## src/rtl/i2c_transfer_sequencer.sv

```systemverilog
// Sequences one I2C master transfer (START, address, N data bytes, STOP or held bus)
// between APB settings, the PCLK-side TX/RX FIFO ports and a byte-level I2C core.
module i2c_transfer_sequencer #(
  parameter int DATA_W = 8,
  parameter int CNT_W  = 8
) (
  input  logic              PCLK,
  input  logic              PRESET,
  input  logic              go,
  input  logic              rw,
  input  logic [6:0]        slave_addr,
  input  logic [CNT_W-1:0]  byte_count,
  input  logic              repeated_start,
  input  logic              abort,
  input  logic              tx_empty,
  input  logic [DATA_W-1:0] tx_data,
  output logic              tx_pop,
  input  logic              rx_full,
  output logic              rx_push,
  output logic [DATA_W-1:0] rx_data,
  output logic              core_req,
  output logic              core_start,
  output logic              core_stop,
  output logic              core_read,
  output logic              core_mack,
  output logic [DATA_W-1:0] core_wdata,
  input  logic              core_done,
  input  logic              core_nack,
  input  logic [DATA_W-1:0] core_rdata,
  output logic              busy,
  output logic              done,
  output logic [1:0]        error,
  output logic [CNT_W-1:0]  remaining
);

  typedef enum logic [2:0] {
    IDLE, ADDR, TX_FETCH, TX_XFER, RX_XFER, RX_PUSH, STOP, DONE
  } state_t;

  state_t state, state_nx, end_state;
  logic   gap;         // one idle cycle after each consumed core_done
  logic   abort_pend;  // abort seen while a core request was outstanding
  logic   bus_held;
  logic   rw_r, rs_r;
  logic   req_done, aborting, go_acc, abort_acc;

  assign req_done  = core_req && core_done;
  assign aborting  = abort || abort_pend;
  assign go_acc    = (state == IDLE) && go && !abort;
  assign abort_acc = abort && (((state != IDLE) && (state != DONE)) ||
                               ((state == IDLE) && bus_held));
  assign end_state = rs_r ? DONE : STOP;

  always_ff @(posedge PCLK) begin
    if (PRESET) begin
      state      <= IDLE;
      gap        <= 1'b0;
      abort_pend <= 1'b0;
      bus_held   <= 1'b0;
      rw_r       <= 1'b0;
      rs_r       <= 1'b0;
      remaining  <= '0;
      error      <= '0;
      core_wdata <= '0;
      rx_data    <= '0;
    end else begin
      state <= state_nx;
      gap   <= req_done;
      if (go_acc) begin
        rw_r       <= rw;
        rs_r       <= repeated_start;
        remaining  <= byte_count;
        error      <= '0;
        core_wdata <= DATA_W'({slave_addr, rw});
      end
      if (tx_pop)
        core_wdata <= tx_data;
      if (req_done && (state == RX_XFER))
        rx_data <= core_rdata;
      if ((req_done && (state == TX_XFER)) || rx_push)
        remaining <= remaining - CNT_W'(1);
      if (req_done && core_nack && !aborting) begin
        if (state == ADDR)
          error <= 2'b01;
        else if (state == TX_XFER)
          error <= 2'b10;
      end
      if (abort_acc)
        error <= 2'b11;
      // The pending abort is consumed once the FSM heads for STOP.
      if ((state inside {ADDR, TX_XFER, RX_XFER}) && core_req && abort)
        abort_pend <= 1'b1;
      if (state_nx == STOP)
        abort_pend <= 1'b0;
      if ((state_nx == DONE) && (state != STOP))
        bus_held <= 1'b1;
      if ((state == STOP) && req_done)
        bus_held <= 1'b0;
    end
  end

  always_comb begin
    state_nx = state;
    case (state)
      IDLE: begin
        if (abort && bus_held)
          state_nx = STOP;
        else if (go_acc)
          state_nx = ADDR;
      end
      ADDR: begin
        if (!core_req) begin
          if (aborting) state_nx = STOP;
        end else if (core_done) begin
          if (aborting || core_nack) state_nx = STOP;
          else if (remaining == '0)  state_nx = end_state;
          else if (rw_r)             state_nx = RX_XFER;
          else                       state_nx = TX_FETCH;
        end
      end
      TX_FETCH: begin
        if (aborting)
          state_nx = STOP;
        else if (!tx_empty)
          state_nx = TX_XFER;
      end
      TX_XFER: begin
        if (!core_req) begin
          if (aborting) state_nx = STOP;
        end else if (core_done) begin
          if (aborting || core_nack)         state_nx = STOP;
          else if (remaining == CNT_W'(1))   state_nx = end_state;
          else                               state_nx = TX_FETCH;
        end
      end
      RX_XFER: begin
        if (!core_req) begin
          if (aborting) state_nx = STOP;
        end else if (core_done) begin
          state_nx = aborting ? STOP : RX_PUSH;
        end
      end
      RX_PUSH: begin
        // A received byte that is not yet pushed is dropped on abort.
        if (aborting)
          state_nx = STOP;
        else if (!rx_full)
          state_nx = (remaining == CNT_W'(1)) ? end_state : RX_XFER;
      end
      STOP: begin
        if (req_done)
          state_nx = DONE;
      end
      DONE:    state_nx = IDLE;
      default: state_nx = IDLE;
    endcase
  end

  always_comb begin
    core_req   = (state inside {ADDR, TX_XFER, RX_XFER, STOP}) && !gap;
    core_start = core_req && (state == ADDR);
    core_stop  = core_req && (state == STOP);
    core_read  = core_req && (state == RX_XFER);
    core_mack  = core_read && (remaining == CNT_W'(1));
    tx_pop     = (state == TX_FETCH) && !tx_empty && !aborting;
    rx_push    = (state == RX_PUSH) && !rx_full && !aborting;
    busy       = (state != IDLE) && (state != DONE);
    done       = (state == DONE);
  end

endmodule

```

## config.mk

```make
export PLATFORM = sky130hd
export DESIGN_NAME = i2c_transfer_sequencer
export DESIGN_NICKNAME = d
export VERILOG_FILES = /design/src/rtl/i2c_transfer_sequencer.sv
export SDC_FILE = /design/constraint.sdc
export NUM_CORES = 1
export LEC_CHECK = 0
export CORE_MARGIN = 1.5
export CORE_UTILIZATION = 46
export CTS_CLUSTER_SIZE = 10
export DETAILED_ROUTE_END_ITERATION = 12
export HOLD_SLACK_MARGIN = 0.06
export MAX_ROUTING_LAYER = met4
export PLACE_DENSITY_LB_ADDON = 0.08
export SLEW_MARGIN = 25
export SYNTH_ARGS = -nofsm -noshare
export SYNTH_HDL_FRONTEND = slang
export SYNTH_SLANG_ARGS = --single-unit
```

## constraint.sdc

```tcl
create_clock -name PCLK -period 6.45 [get_ports PCLK]
set_input_delay 1.29 -clock PCLK [delete_from_list [all_inputs] [get_ports PCLK]]
set_output_delay 1.29 -clock PCLK [all_outputs]
set_load 0.02 [all_outputs]
```

==> impl_metrics.tcl, run 1 <==
set metrics [dict create \
    dpl_cell_area_sq_um 2640 \
    drc 0 \
    status "completed" \
    ctsHoldBuffers 0 \
    cts_sinks 34 \
    leakage_nw 1.00 \
    ir_worst_vdd_mv 0.192 \
    num_io_pins 76 \
    fillers 349 \
    vias_per_cell 5.81 \
    path_cells "clkdlybuf4s50_1 -> nor2_1 -> nand2_1 -> inv_1 -> clkdlybuf4s50_1" \
    core.rowCount 23 \
    drt-pass1-iter-count 6 \
    synth_top_flop_cell "dfxtp_1" \
    ys_ff_latch 34 \
    die_x_microns 67.0 \
    tns_ps 0 \
    cts_tree "yes" \
    syn-cell-area_sq_um 1890 \
    port_buffers 75 \
    dp_slack_ps 1800 \
    min_period_over_period 0.726 \
    postCtsSetupBuffers 0 \
    setup-violations-final 0 \
    period_minus_slack_ps 4680 \
    rsz0062_at_grt "false" \
    synthCells 226 \
    drtIter0Drc 152 \
    critPathMaxStageDelay_ps 620 \
    ys_warn_count 0 \
    min_to "rs_r" \
    gp_congestion 0.918 \
    antenna_cells 0 \
    totalWireLength_microns 5180 \
    via_count 2016 \
    reg2reg_depth 7 \
    fin_worst_skew_ps 5.43 \
    grt.total_usage 0.247 \
    min_path_type "reg2reg" \
    multiInputGateArea_sq_um 1110 \
    dp.cells 339 \
    synthArstFlopShare 0 \
    ys_top_cells_by_count "dfxtp_1 (34), nand2_1 (30), nor2_1 (26)" \
    yosysUniqueCellTypes 51 \
    stdcell_area_sq_um 2730 \
    combinationalPowerShare 0.456 \
    dp_hpwl_microns 3740 \
    grt_pass1_vias 1819 \
    switching_share 0.395 \
    required_ps 5160 \
    post-route-util 0.688 \
    clkPwrFrac 0.194 \
    syn_nets 271 \
    clk_pin_slew_ps 70 \
    power_frac_seq 0.350 \
    numCtsBuffers 5 \
    antenna_found_initial 0 \
    fin_ws_ps 1770 \
    grt_pass1_wl_microns 8290 \
    synth.area.top_cells "dfxtp_1 (36%), nand2_1 (6.0%), mux2i_1 (5.3%), nor2_1 (5.2%), a311oi_1 (3.7%)" \
    min_from "rs_r" \
    cp_top_family "buffers and inverters" \
    ys_seq_area_frac 0.361 \
    startpoint_type "primary input" \
    tightest_slew_ps 1020 \
    crit_path_frequent_cell "clkdlybuf4s50_1" \
    syn_to_final_growth_pct 44.9 \
    maxCapViolations 0 \
    root_buffer "clkbuf_8" \
    slew_headroom 0.314 \
    ant_nets 0 \
    die_h_microns 67.0 \
    rr_endpoint "bus_held" \
    fp.dieArea_sq_um 4500 \
    grt_max_degree 31 \
    hold_depth 2 \
    stdcell_count 347 \
    synth_area_leader_cell "dfxtp_1" \
    internal_power_w 0.000522 \
    finalHoldViolCount 0 \
    clkLatencyLatePin_ps 290 \
    yosysTopAreaCellShare 0.361 \
    fmax_mhz 214 \
    syn_area_per_cell_sq_um 8.35 \
    synth-edff-count 0 \
    r2r_start "state[2]" \
    layout-drive-gt1-share 0.0640 \
    cts_buffer_depth 2 \
    maxSlewViolCount 0 \
    seqCellArea_sq_um 681 \
    crit_fanout 17 \
    initial_core_util 0.475 \
    grt.overflow.total 0 \
    r2r_slack_ps 3520 \
    p_per_area_nw_per_um2 316 \
    critPathBufInv 3 \
    synth.most_common_cell "dfxtp_1" \
    cp.arrival_ps 3390 \
    worst_path_max_delay_cell "clkdlybuf4s50_1" \
    p_sw_w 0.000341 \
    ctsResizeCount 0 \
    path_class "in2out" \
    nets 341 \
    wl_per_cell_microns 14.9 \
    ctsHtreeMaxLevel 2 \
    coreArea_sq_um 3970 \
    crit_path_end_kind "primary output" \
]
==> worst min-delay path: stages (launching register included) <==
cell and delay, ps:
dfxtp_1 320, nand2_1 50, a21oi_1 50
==> layer usage <==
layer  share of wire  GRT usage  vias up  wire length [microns]
met4           0.014     0.0842        0                     72
met1            0.43      0.301      945                   2240
met2            0.49      0.401       83                   2560
met3           0.059     0.0557       10                    308
met5               0          -        -                      0
li1                -          -      978                      -
==> power by group through the flow <==
stage / Clock, W / Combinational, W / Sequential, W
after floorplan: 0 / 0.000233 / 0.000315
after global placement: 0 / 0.000389 / 0.000303
after detailed placement: 0 / 0.000390 / 0.000305
after CTS: 0.000172 / 0.000394 / 0.000301
after global routing: 0.000181 / 0.000426 / 0.000309
final: 0.000167 / 0.000394 / 0.000302
==> per-stage QoR <==
stage	hold WS, ps	power, W
2_1_floorplan	437	0.000547
3_3_place_gp	454	0.000692
3_5_place_dp	461	0.000695
4_1_cts	472	0.000866
5_1_grt	502	0.000916
6_report	470	0.000863
==> state kept, by name, summed over array words and instances, names as in the netlist <==
register and cells:
bus_held 1, core_wdata 8, rs_r 1, state 3, rx_data 8, remaining 8
rw_r 1, gap 1, error 2, abort_pend 1
==> final cells by class <==
cell class,instances,share of cell area
sequential,34,0.249
clock inverter,2,0.00458
tap,50,0.0229
inverter,6,0.00824
multi-input combinational,173,0.408
clock buffer,6,0.0302
timing repair buffer,76,0.277
==> worst max-delay path by stage <==
stage                     startpoint  endpoint  slack [ps]  cells past startpoint
after floorplan                abort   rx_push        2790                      3
after global placement         abort    tx_pop        1830                      5
after detailed placement       abort    tx_pop        1800                      5
after CTS                      abort    tx_pop        1790                      5
after global routing           abort    tx_pop        1580                      5
final                          abort    tx_pop        1770                      5
==> kinds of logic (layout without fill, tap and decap cells) <==
| kind of cell | count (synthesis) | after routing | share of synthesized area |
|---|---|---|---|
| AOI/OAI and AO/OA | 54 | 54 | 0.218 |
| buffers and inverters | 19 | 90 | 0.0484 |
| and+or+nand+nor | 105 | 105 | 0.294 |
| DFF | 34 | 34 | 0.361 |
| adders and majority gates | 4 | 4 | 0.0265 |
| muxes | 10 | 10 | 0.0531 |
==> cell usage in the layout (no fill, tap or decap), drive strengths merged, types with 2 or more instances in the layout <==
| master | n |
|---|---|
| clkdlybuf4s50 | 75 |
| dfxtp | 34 |
| nand2 | 30 |
| nor2 | 26 |
| a21oi | 11 |
| mux2i | 10 |
| a311oi | 8 |
| a31oi | 8 |
| inv | 6 |
| nand3 | 6 |
| clkbuf | 6 |
| nor3b | 6 |
| or2 | 4 |
| nor3 | 4 |
| or3 | 4 |
| o21ai | 4 |
| ha | 4 |
| nand3b | 3 |
| o221ai | 3 |
| nor2b | 3 |
| o311ai | 3 |
| nand4b | 3 |
| o31ai | 3 |
| nor4 | 2 |
| nand2b | 2 |
| and2 | 2 |
| nand4 | 2 |
| a211o | 2 |
| a32oi | 2 |
| nor4b | 2 |
| or3b | 2 |
Power figures use the tool's default switching activity.
==> inputs of run 2 (changes only) <==
- CORE_UTILIZATION: 46 -> 43
- clock period: 6.45 -> 4.55 ns (I/O delays scaled with it)
==> run 2 against run 1 <==
  * Wire length up 1.4%
  * Largest cell class unchanged
  * Sequential cell count unchanged
  * Count of clock-buffer cells in the layout down 1
  * Combinational power up 42%
  * Final cell count up 0.58%
==> impl_metrics.tcl, run 2 (synthesized netlist as in run 1, its figures left out) <==
set metrics [dict create \
    drtIter0Drc 168 \
    syn_to_final_growth_pct 46.7 \
    clkLatencyLatePin_ps 290 \
    gp_congestion 0.932 \
    startpoint "state[2]" \
    num_io_pins 76 \
    drt-pass1-iter-count 4 \
    startpoint_type "flop" \
    r2r_slack_ps 1640 \
    tns_ps 0 \
    cts_sinks 34 \
    min_from "rs_r" \
    via_count 1978 \
    totalWireLength_microns 5250 \
    rsz0062_at_grt "false" \
    setup-violations-final 0 \
    finalHoldViolCount 0 \
    fillers 381 \
    leakage_nw 1.01 \
    wl_per_cell_microns 15.1 \
    cp.arrival_ps 2760 \
    ctsHoldBuffers 0 \
    cts_buffer_depth 2 \
    required_ps 3640 \
    antenna_found_initial 0 \
    p_per_area_nw_per_um2 459 \
    slew_headroom 0.397 \
    reg2reg_depth 7 \
    initial_core_util 0.458 \
    core.rowCount 23 \
    vias_per_cell 5.67 \
    crit_path_end_kind "primary output" \
    grt_pass1_wl_microns 8610 \
    min_to "rs_r" \
    rr_endpoint "bus_held" \
    layout_commonest_cell "clkdlybuf4s50_1" \
    whs_ps 470 \
    reg_top3 "core_wdata: 8 flops, remaining: 8 flops, rx_data: 8 flops" \
    fmax_mhz 273 \
    status "completed" \
    die_x_microns 69.2 \
    maxSlewViolCount 0 \
    cts_tree "yes" \
    port_buffers 75 \
    postCtsSetupBuffers 0 \
    hold_depth 2 \
    crit_fanout 17 \
    r2r_start "state[2]" \
    fp.dieArea_sq_um 4790 \
    ant_nets 0 \
    layout-drive-gt1-share 0.0702 \
    ir_worst_vdd_mv 0.251 \
    grt_max_degree 26 \
    grt.overflow.total 0 \
    ctsResizeCount 0 \
    layout_common_cells "clkdlybuf4s50_1 (75), dfxtp_1 (34), nand2_1 (30), nor2_1 (26), a21oi_1 (11)" \
    nets 343 \
    period_minus_slack_ps 3670 \
    grt_pass1_vias 1814 \
    min_period_over_period 0.806 \
    clk_pin_slew_ps 70 \
    dp_hpwl_microns 3850 \
    antenna_cells 0 \
    coreArea_sq_um 4120 \
    grt.total_usage 0.225 \
    maxCapViolations 0 \
    numCtsBuffers 5 \
    path_class "reg2out" \
    ctsHtreeMaxLevel 2 \
    fin_worst_skew_ps 4.53 \
    min_path_type "reg2reg" \
    drc 0 \
    die_h_microns 69.2 \
    tightest_slew_ps 901 \
    root_buffer "clkbuf_8" \
]
## run 2: stage by stage
step	setup WS, ps	util	cell area [sq um]	power (W)	instances
floorplan	1490	-	1890	0.000776	226
global placement	936	0.645	2650	0.000986	341
detailed placement	919	0.645	2650	0.000992	341
CTS	893	0.673	2770	0.00127	349
global route	754	0.673	2770	0.00135	349
finish	881	0.673	2770	0.00127	349
## run 2: cell type report
class | count | area, sq um | area share
multi-input cells | 173 | 1110 | 0.403
repair buffers | 78 | 773 | 0.279
inverters | 6 | 22.5 | 0.00814
clock buffers | 5 | 68.8 | 0.0249
clock inverters | 3 | 45.0 | 0.0163
well taps | 50 | 62.6 | 0.0226
flip-flops and latches | 34 | 681 | 0.246
## run 2: worst max path at each step
stage / slack, ps / endpoint
floorplan: 1490 / core_mack
detailed placement: 920 / rx_push
global route: 750 / core_start
finish: 880 / core_start
global placement: 940 / rx_push
CTS: 890 / core_start
## run 2: metal layers
| metal | track usage | wire (microns) | vias up |
|---|---|---|---|
| li1 | - | - | 985 |
| met1 | 0.287 | 2360 | 913 |
| met2 | 0.355 | 2500 | 71 |
| met3 | 0.0480 | 328 | 9 |
| met4 | 0.0763 | 70 | 0 |
| met5 | - | 0 | - |
## run 2: worst max-delay path: stages, from the launching register on
cell and delay [ps]:
dfxtp_1 670, inv_1 90, ha_1 380, or4b_1 610
nor2_1 110, clkdlybuf4s50_1 610
## run 2: power breakdown
| part | internal (W) | total [W] | switching, W |
|---|---|---|---|
| clock network | 0.000163 | 0.000278 | 0.000115 |
| registers | 0.000354 | 0.000431 | 0.0000775 |
| logic | 0.000268 | 0.000560 | 0.000292 |
| total | 0.000785 | 0.00127 | 0.000485 |
==> inputs of run 3 (changes only) <==
- CORE_UTILIZATION: 43 -> 39
- clock period: 4.55 -> 2.95 ns (I/O delays scaled with it)
==> run 3 against run 2 <==
  * Setup slack worse by 720 ps
  * Die area is 9.8% higher
  * Combinational power is 68% higher
  * First-iteration DRC count is 1.2% lower
  * Sequential power is 44% higher
  * Core utilization is 5.9 points lower
  * Critical path depth is 1 lower
  * Via count is 1.8% higher
  * Global-route usage is 0.87 points lower
  * Critical endpoint is now rx_push
  * Largest cell class unchanged
  * Largest power group unchanged
==> impl_metrics.tcl, run 3 (synthesized netlist as in run 1, its figures left out) <==
set metrics [dict create \
    die_x_microns 72.6 \
    drt-pass1-iter-count 4 \
    path_cells "clkdlybuf4s50_1 -> or2_2 -> nor4_1 -> clkdlybuf4s50_1" \
    crit_fanout 3 \
    port_buffers 75 \
    critPathMaxStageDelay_ps 650 \
    status "completed" \
    fp.dieArea_sq_um 5260 \
    cts_sinks 34 \
    maxSlewViolCount 0 \
    p_per_area_nw_per_um2 725 \
    period_minus_slack_ps 2790 \
    wl_per_cell_microns 14.8 \
    min_path_type "reg2reg" \
    cp_top_family "buffers and inverters" \
    via_count 2013 \
    stdcell_area_sq_um 2880 \
    ctsHtreeMaxLevel 2 \
    cts_buffer_depth 2 \
    dp_hpwl_microns 4000 \
    finalHoldViolCount 0 \
    startpoint_type "primary input" \
    whs_ps 478 \
    coreArea_sq_um 4690 \
    ir_worst_vdd_mv 0.355 \
    cp.arrival_ps 2200 \
    vias_per_cell 5.55 \
    postCtsSetupBuffers 0 \
    root_buffer "clkbuf_8" \
    layout_common_cells "clkdlybuf4s50_1 (74), dfxtp_1 (34), nand2_1 (30), nor2_1 (26), buf_4 (13)" \
    grt_pass1_vias 1820 \
    antenna_found_initial 0 \
    power.total_w 0.00209 \
    worst_path_max_delay_cell "clkdlybuf4s50_1" \
    clkLatencyLatePin_ps 290 \
    path_class "in2out" \
    layout_commonest_cell "clkdlybuf4s50_1" \
    fmax_mhz 358 \
    grt.overflow.total 0 \
    dpl_cell_area_sq_um 2730 \
    antenna_cells 0 \
    totalWireLength_microns 5380 \
    crit_path_end_kind "primary output" \
    slew_headroom 0.591 \
    setup-violations-final 0 \
    rsz0062_at_grt "false" \
    syn_to_final_growth_pct 52.7 \
    leakage_nw 1.10 \
    tns_ps 0 \
    initial_core_util 0.402 \
    reg_top3 "core_wdata: 8 flops, remaining: 8 flops, rx_data: 8 flops" \
    maxCapViolations 0 \
    fin_worst_skew_ps 3.38 \
    layout-drive-gt1-share 0.104 \
    ant_nets 0 \
    nets 353 \
    cts_tree "yes" \
    post-route-util 0.614 \
    critPathBufInv 2 \
    grt.total_usage 0.216 \
    drc 0 \
    clk_pin_slew_ps 70 \
    drtIter0Drc 166 \
    min_period_over_period 0.946 \
    grt_pass1_wl_microns 8580 \
    gp_congestion 0.833 \
    numCtsBuffers 5 \
    core.rowCount 25 \
    required_ps 2360 \
    die_h_microns 72.6 \
    grt_max_degree 19 \
    num_io_pins 76 \
    crit_path_frequent_cell "clkdlybuf4s50_1" \
    tightest_slew_ps 612 \
]
-- run 3: final cells by class --
class / count / area, sq um
Clock buffer: 5 / 68.8
Clock inverter: 3 / 68.8
Fill cell: 425 / 1810
Inverter: 6 / 22.5
Multi-Input combinational cell: 173 / 1120
Sequential cell: 34 / 681
Tap cell: 54 / 67.6
Timing Repair Buffer: 88 / 851
-- run 3: worst register-to-register path, stage by stage (launching register included) --
cell     delay (ps)
dfxtp_1         330
inv_1            50
ha_1            350
or4b_1          610
o31ai_1         270
nand4_1         140
nor3b_1         180
o32ai_1         310
-- run 3: final timing paths --
| kind | slack (ps) | depth (start not counted) | end | start |
|---|---|---|---|---|
| worst min-delay path | 480 | 2 | rw_r | rw_r |
| worst max-delay path | 160 | 4 | rx_push | abort |
| worst min register to register | 480 | 2 | rw_r | rw_r |
| worst max register to register | 620 | 7 | bus_held | state[2] |
-- run 3: stage by stage --
| step | instances | setup WS, ps |
|---|---|---|
| final | 363 | 158 |
| after global routing | 363 | 49.9 |
| after CTS | 363 | 15.9 |
| after detailed placement | 355 | 156 |
| after global placement | 355 | 213 |
| after floorplan | 226 | 212 |
-- run 3: power breakdown --
group	internal (W)	total, W	switching [W]
sequential	0.000545	0.000622	0.0000770
clock	0.000339	0.000524	0.000185
combinational	0.000445	0.000941	0.000496
-- run 3: repair_timing --
| action | in CTS | in global routing |
|---|---|---|
| hold endpoints to repair | 0 | 0 |
| gates resized for setup | 0 | 2 |
| endpoints found under the setup margin | 0 | 2 |
| hold buffers | 0 | 0 |
-- run 3: per-layer routing --
| metal | vias up | global-route usage | part of all wire |
|---|---|---|---|
| met5 | - | - | 0 |
| li1 | 999 | - | - |
| met1 | 946 | 0.271 | 0.44 |
| met3 | 9 | 0.0653 | 0.062 |
| met2 | 59 | 0.339 | 0.49 |
| met4 | 0 | 0.0566 | 0.012 |
